===== config.mk =====
export PLATFORM = sky130hd
export DESIGN_NAME = vga_timing_gen
export DESIGN_NICKNAME = d
export VERILOG_FILES = /design/src/rtl/vga_timing_pkg.sv /design/src/rtl/vga_axis_counter.sv /design/src/rtl/vga_timing_gen.sv
export SDC_FILE = /design/constraint.sdc
export NUM_CORES = 1
export LEC_CHECK = 0
export BUFFER_PORTS_ARGS = -buffer_cell sky130_fd_sc_hd__buf_2
export CORE_ASPECT_RATIO = 1.2
export CORE_UTILIZATION = 30
export DETAILED_ROUTE_END_ITERATION = 10
export PLACE_DENSITY_LB_ADDON = 0.25
export SYNTH_ARGS = -nofsm -noshare
export SYNTH_HDL_FRONTEND = slang
export SYNTH_SLANG_ARGS = --single-unit

===== constraint.sdc =====
create_clock -name clock_25_mhz -period 2.8 [get_ports clock_25_mhz]
set_input_delay 0.7 -clock clock_25_mhz [delete_from_list [all_inputs] [get_ports clock_25_mhz]]
set_output_delay 0.7 -clock clock_25_mhz [all_outputs]
set_load 0.005 [all_outputs]

===== src/rtl/vga_timing_pkg.sv =====
`default_nettype none
// ============================================================================
// Module      : vga_timing_pkg
// Description : 640x480@60 default timing and elaboration-time helper
//               functions for the VGA raster timing generator.
// Revision    : 1.0 - initial release
// ============================================================================
package vga_timing_pkg;

    localparam int unsigned DEF_H_ACTIVE = 640;
    localparam int unsigned DEF_H_FRONT  = 16;
    localparam int unsigned DEF_H_SYNC   = 96;
    localparam int unsigned DEF_H_BACK   = 48;
    localparam int unsigned DEF_V_ACTIVE = 480;
    localparam int unsigned DEF_V_FRONT  = 10;
    localparam int unsigned DEF_V_SYNC   = 2;
    localparam int unsigned DEF_V_BACK   = 33;
    localparam int unsigned DEF_CNT_W    = 10;

    function automatic int unsigned axis_total(
        input int unsigned active,
        input int unsigned front,
        input int unsigned sync,
        input int unsigned back
    );
        return active + front + sync + back;
    endfunction

    // Every region must be non-empty and the counter must reach TOTAL-1.
    function automatic bit axis_params_ok(
        input int unsigned active,
        input int unsigned front,
        input int unsigned sync,
        input int unsigned back,
        input int unsigned cnt_w
    );
        longint unsigned span;
        span = longint'(1) << cnt_w;
        return (active != 0) && (front != 0) && (sync != 0) && (back != 0) &&
               (cnt_w != 0) && (cnt_w < 32) &&
               (span >= longint'(axis_total(active, front, sync, back)));
    endfunction

endpackage
`default_nettype wire


===== src/rtl/vga_axis_counter.sv =====
`default_nettype none
// ============================================================================
// Module      : vga_axis_counter
// Description : One raster axis: wrapping position counter with registered
//               sync decode; exposes next-state count/active and wrap.
// Revision    : 1.0 - initial release
// ============================================================================
module vga_axis_counter
    import vga_timing_pkg::*;
#(
    parameter int unsigned TOTAL      = 800,
    parameter int unsigned SYNC_START = 656,
    parameter int unsigned SYNC_END   = 751,
    parameter int unsigned ACTIVE     = 640,
    parameter bit          POL        = 1'b0,
    parameter int unsigned CNT_W      = 10
) (
    input  logic             clk_i,
    input  logic             rst_n_i,
    input  logic             step_i,
    output logic [CNT_W-1:0] count_o,
    output logic [CNT_W-1:0] count_next_o,
    output logic             sync_o,
    output logic             in_active_o,
    output logic             wrap_o
);

    localparam logic [CNT_W-1:0] C_LAST       = CNT_W'(TOTAL - 1);
    localparam logic [CNT_W-1:0] C_SYNC_START = CNT_W'(SYNC_START);
    localparam logic [CNT_W-1:0] C_SYNC_END   = CNT_W'(SYNC_END);
    localparam logic [CNT_W-1:0] C_ACTIVE     = CNT_W'(ACTIVE);

    logic [CNT_W-1:0] count_q, count_d;
    logic             sync_q, sync_d;
    logic             wrap_d;

    // Outputs are decoded from the next count so they line up with it.
    always_comb begin
        wrap_d  = step_i && (count_q == C_LAST);
        count_d = count_q;
        if (step_i) begin
            count_d = wrap_d ? '0 : count_q + 1'b1;
        end
        sync_d = ((count_d >= C_SYNC_START) && (count_d <= C_SYNC_END)) ? POL : ~POL;
    end

    always_ff @(posedge clk_i or negedge rst_n_i) begin
        if (!rst_n_i) begin
            count_q <= C_LAST;
            sync_q  <= ~POL;
        end else begin
            count_q <= count_d;
            sync_q  <= sync_d;
        end
    end

    assign count_o      = count_q;
    assign count_next_o = count_d;
    assign sync_o       = sync_q;
    assign in_active_o  = (count_d < C_ACTIVE);
    assign wrap_o       = wrap_d;

endmodule
`default_nettype wire


===== src/rtl/vga_timing_gen.sv =====
`default_nettype none
// ============================================================================
// Module      : vga_timing_gen
// Description : Parametrised VGA raster timing generator with registered,
//               mutually aligned sync, active, coordinate and strobe outputs.
// Revision    : 1.0 - initial release
// ============================================================================
module vga_timing_gen
    import vga_timing_pkg::*;
#(
    parameter int unsigned H_ACTIVE  = DEF_H_ACTIVE,
    parameter int unsigned H_FRONT   = DEF_H_FRONT,
    parameter int unsigned H_SYNC    = DEF_H_SYNC,
    parameter int unsigned H_BACK    = DEF_H_BACK,
    parameter int unsigned V_ACTIVE  = DEF_V_ACTIVE,
    parameter int unsigned V_FRONT   = DEF_V_FRONT,
    parameter int unsigned V_SYNC    = DEF_V_SYNC,
    parameter int unsigned V_BACK    = DEF_V_BACK,
    parameter bit          HSYNC_POL = 1'b0,
    parameter bit          VSYNC_POL = 1'b0,
    parameter int unsigned CNT_W     = DEF_CNT_W
) (
    input  logic             clock_25_mhz,
    input  logic             reset_n,
    input  logic             enable,
    output logic [CNT_W-1:0] hcount,
    output logic [CNT_W-1:0] vcount,
    output logic             hsync,
    output logic             vsync,
    output logic             active,
    output logic [CNT_W-1:0] pixel_x,
    output logic [CNT_W-1:0] pixel_y,
    output logic             line_start,
    output logic             frame_start
);

    localparam int unsigned H_TOTAL = axis_total(H_ACTIVE, H_FRONT, H_SYNC, H_BACK);
    localparam int unsigned V_TOTAL = axis_total(V_ACTIVE, V_FRONT, V_SYNC, V_BACK);

    if (!axis_params_ok(H_ACTIVE, H_FRONT, H_SYNC, H_BACK, CNT_W)) begin : g_h_param_err
        $error("vga_timing_gen: bad horizontal timing or CNT_W too narrow");
    end
    if (!axis_params_ok(V_ACTIVE, V_FRONT, V_SYNC, V_BACK, CNT_W)) begin : g_v_param_err
        $error("vga_timing_gen: bad vertical timing or CNT_W too narrow");
    end

    logic [CNT_W-1:0] h_next, v_next;
    logic             h_act, v_act, h_wrap, v_wrap;

    logic             active_q, active_d;
    logic [CNT_W-1:0] pixel_x_q, pixel_x_d;
    logic [CNT_W-1:0] pixel_y_q, pixel_y_d;
    logic             line_start_q, line_start_d;
    logic             frame_start_q, frame_start_d;

    vga_axis_counter #(
        .TOTAL      (H_TOTAL),
        .SYNC_START (H_ACTIVE + H_FRONT),
        .SYNC_END   (H_ACTIVE + H_FRONT + H_SYNC - 1),
        .ACTIVE     (H_ACTIVE),
        .POL        (HSYNC_POL),
        .CNT_W      (CNT_W)
    ) u_h_axis (
        .clk_i        (clock_25_mhz),
        .rst_n_i      (reset_n),
        .step_i       (enable),
        .count_o      (hcount),
        .count_next_o (h_next),
        .sync_o       (hsync),
        .in_active_o  (h_act),
        .wrap_o       (h_wrap)
    );

    vga_axis_counter #(
        .TOTAL      (V_TOTAL),
        .SYNC_START (V_ACTIVE + V_FRONT),
        .SYNC_END   (V_ACTIVE + V_FRONT + V_SYNC - 1),
        .ACTIVE     (V_ACTIVE),
        .POL        (VSYNC_POL),
        .CNT_W      (CNT_W)
    ) u_v_axis (
        .clk_i        (clock_25_mhz),
        .rst_n_i      (reset_n),
        .step_i       (h_wrap),
        .count_o      (vcount),
        .count_next_o (v_next),
        .sync_o       (vsync),
        .in_active_o  (v_act),
        .wrap_o       (v_wrap)
    );

    // h_wrap already carries enable, so strobes are zero while stalled.
    always_comb begin
        active_d      = h_act && v_act;
        pixel_x_d     = active_d ? h_next : '0;
        pixel_y_d     = active_d ? v_next : '0;
        line_start_d  = h_wrap;
        frame_start_d = h_wrap && v_wrap;
    end

    always_ff @(posedge clock_25_mhz or negedge reset_n) begin
        if (!reset_n) begin
            active_q      <= 1'b0;
            pixel_x_q     <= '0;
            pixel_y_q     <= '0;
            line_start_q  <= 1'b0;
            frame_start_q <= 1'b0;
        end else begin
            active_q      <= active_d;
            pixel_x_q     <= pixel_x_d;
            pixel_y_q     <= pixel_y_d;
            line_start_q  <= line_start_d;
            frame_start_q <= frame_start_d;
        end
    end

    assign active      = active_q;
    assign pixel_x     = pixel_x_q;
    assign pixel_y     = pixel_y_q;
    assign line_start  = line_start_q;
    assign frame_start = frame_start_q;

endmodule
`default_nettype wire


==> run metrics <==
run status=finished clean; XOR/XNOR share of the synthesized area=3.43%; Die W=77.3 µm; RSZ-0062 raised after global routing=no; Sw Share=27.0%; Pint=0.00108 W; TritonCTS Buffers=5; Final Hold Slack=0.534 ns; Final ANT Viol Nets=0; final setup skew=about 0.0064 ns; Post-synth EDFFs=0; largest family of logic cells by synthesized area=simple AND/OR/NAND/NOR gates; family with the most delay on the worst path=simple AND/OR/NAND/NOR gates; critical-path maximum fanout=18; Seq. cell area=1140 µm²; fmax=385 MHz; Slew HR=39.0%; Seq/Total Area, Yosys=a little under three fifths; combinational cell fraction of total power=12.7%; Synth Instances=roughly 190; Total Nets Final=250; IO Pins=48; Final Hold Fails=0; Avg Cell Area, Syn=around 11 µm²; Via density=between 4 and 5; total wire length=roughly 4.7 mm; Least-Margin Pin Slew=0.914 ns; Post-Syn Nets=between 150 and 200; critical path class=flop to flop; Critical-path top delay cell=dfstp_2; antenna violations before repair=0; Async SR Flop Fraction=between 90% and 100%; die area=7150 µm²; CP Buf/Inv Count=3; drt pass-1 iters=4; Leak=1.24 nW; hpwl dp=3.43 mm; Seq cells post-synth=45; Post-CTS Setup Inserts=0; Primary FF master, synth=dfrtp_1; clk buf depth=2; Clock power frac=33.9%; min cycle time layout=2.60 ns; Clock Pin Slew Worst Setup and Hold Paths=0.08 ns; routed length per instance=14.2 µm; Core Region=6490 µm²; TNS Setup=0 ns; root buffer cell=clkbuf_8; Sequential Power Share=53.5%; Post-Syn Area=slightly above 2000 µm²; CTS tree=built; fillcell total=slightly below 700; Global Route Usage Sum=between 10 and 15%; MaxCap Viol Count=0; Max H-tree Level=2; number of diodes=0; crit-path cells=ha_1 > nand2_1 > or3_1 > buf_4 > inv_2 > a21oi_1 > o211ai_2 > o211ai_4 > buf_12 > nor2b_1; largest net degree at the start of global routing=45; Worst Path Required=3.03 ns; post-synthesis compound-gate area fraction=9.25%; Critical Path Source=u_h_axis.count_o[0]; Reg-to-Reg Start=u_h_axis.count_o[0]; global-route wire length before repair=about 7.6 mm; initial DRC count=92; crit path DAT=2.83 ns; Die Height=92.4 µm; multi-input logic area=826 µm²; warning count from the yosys run=0; clk sinks=45; Critical Path Max Stage Delay=0.61 ns; vias in the first global route=~1600; routed vias=1571; multiplexer share of the synthesized area=1.04%; Yosys cell types=49; CP endpoint kind=flop; area grow syn2layout=24.8%; Initial Util=31.5%; Sw Pwr=0.000402 W; Max IR drop VDD=between 0.0002 and 0.0003 V; num rows=32; final setup vio count=0; Post-CTS Hold Buffers=0; Min-Delay Path Class=primary input to asynchronous set/reset pin; GPL Wtd Cong=0.799; Slew Limit Fails=0; DRC viols=0; layout cells sized above 1=38.0%; simple-gate share of the synthesized area=23.9%; clk_lat worst skew=about 0.30 ns; Critical Path Start Type=flop; PortBufs=47; Adder-Cell Fraction of Synth Area=1.84%; power per cell area=583 nW/µm²; total gr overflow=0; utilization after layout=between 30% and 40%; post-route clock period utilization=92.9%
==> final timing paths <==
path	to	slack [ns]	cells past startpoint
worst min register to register	u_h_axis.count_o[1]	0.55	1
worst max-delay path	pixel_x[4]	0.20	10
worst min-delay path	u_v_axis.count_o[4]	0.53	1
max in group asynchronous	u_h_axis.count_o[1]	1.59	2
worst max register to register	pixel_x[4]	0.20	10
min in group clock_25_mhz	u_h_axis.count_o[1]	0.55	1
==> cell usage in the layout, fill, tap and decap left out, drive strengths merged, types with 3 or more instances in the layout <==
master,count
xor2,5
inv,14
dfstp,12
or3,3
buf,55
o21ai,6
clkbuf,7
dfrtp,33
nor2,15
nand4,8
nand2,12
or4,4
xnor2,3
nor4,5
nand3,11
nor2b,11
nor3,4
a21oi,8
ha,3
==> per-layer routing <==
layer / vias up / GRT usage [%] / wire [µm]
li1: 771 / - / -
met1: 762 / 17.3 / 2040
met2: 33 / 23.4 / 2390
met3: 5 / 2.96 / 184
met4: 0 / 5.19 / 79
met5: - / 0 / 0
==> power groups by stage <==
stage          logic [W]  clock network [W]  registers, W
6_report        0.000188           0.000503      0.000795
5_1_grt         0.000211           0.000533      0.000804
4_1_cts         0.000193           0.000516      0.000794
3_5_place_dp    0.000192                  0      0.000804
3_3_place_gp    0.000192                  0      0.000807
2_1_floorplan   0.000124                  0      0.000773
==> synth_stat cells, types with 2 or more instances <==
| cell type | n | area share, % |
|---|---|---|
| dfrtp_1 | 33 | 40 |
| dfstp_2 | 12 | 15 |
| inv_1 | 12 | 2.2 |
| nand2_1 | 12 | 2.2 |
| nand3_1 | 11 | 2.7 |
| nor2_1 | 11 | 2.0 |
| nand4_1 | 8 | 2.4 |
| nor2b_1 | 8 | 2.4 |
| a21oi_1 | 7 | 1.7 |
| o21ai_0 | 6 | 1.5 |
| xor2_1 | 5 | 2.1 |
| nor2_2 | 4 | 1.2 |
| nor4_1 | 4 | 1.2 |
| buf_2 | 3 | 0.73 |
| ha_1 | 3 | 1.8 |
| nor2b_2 | 3 | 1.3 |
| nor3_1 | 3 | 0.73 |
| or3_1 | 3 | 0.92 |
| or4_1 | 3 | 1.1 |
| xnor2_1 | 3 | 1.3 |
| a21o_1 | 2 | 0.73 |
| and3_1 | 2 | 0.61 |
| inv_2 | 2 | 0.37 |
| nand4bb_1 | 2 | 1.1 |
==> kinds of logic (layout without fill, tap and decap cells) <==
kind of cell             count (synthesis)  in the layout
XOR/XNOR                                 8              8
buffers and inverters                   19             77
AND/OR/NAND/NOR                         83             83
AO/OA/AOI/OAI                           26             26
multiplexers                             2              2
other                                    1              1
flip-flops                              45             45
adder cells (fa/ha/maj)                  3              3
==> state kept, by name, summed over array words and instances (netlist names) <==
register          cells
pixel_y              10
u_v_axis.sync_o       1
u_v_axis.count_o     10
frame_start           1
line_start            1
pixel_x              10
u_h_axis.sync_o       1
active                1
u_h_axis.count_o     10
==> stage by stage <==
step           std cells  total power, W  area, µm²  setup WS [ns]
5_1_grt              330         0.00155       2550        0.00838
3_3_place_gp         322        0.000999       2420          0.222
3_5_place_dp         322        0.000996       2420          0.156
4_1_cts              330         0.00150       2530          0.138
2_1_floorplan        187        0.000897       2040          0.309
6_report             330         0.00149       2550          0.200
==> area by class of cell <==
cell class                 instances  share of cell area (%)
tap                               85                    4.17
sequential                        45                    44.7
timing repair buffer              55                    12.1
clock inverter                     1                    1.18
clock buffer                       7                    3.39
inverter                          14                    2.06
multi-input combinational        123                    32.4
==> repair_timing <==
action                                  CTS  global route
hold endpoints to repair                  0             0
endpoints found under the setup margin    0            19
resized for setup                         0             3
Power figures use the tool's default switching activity.
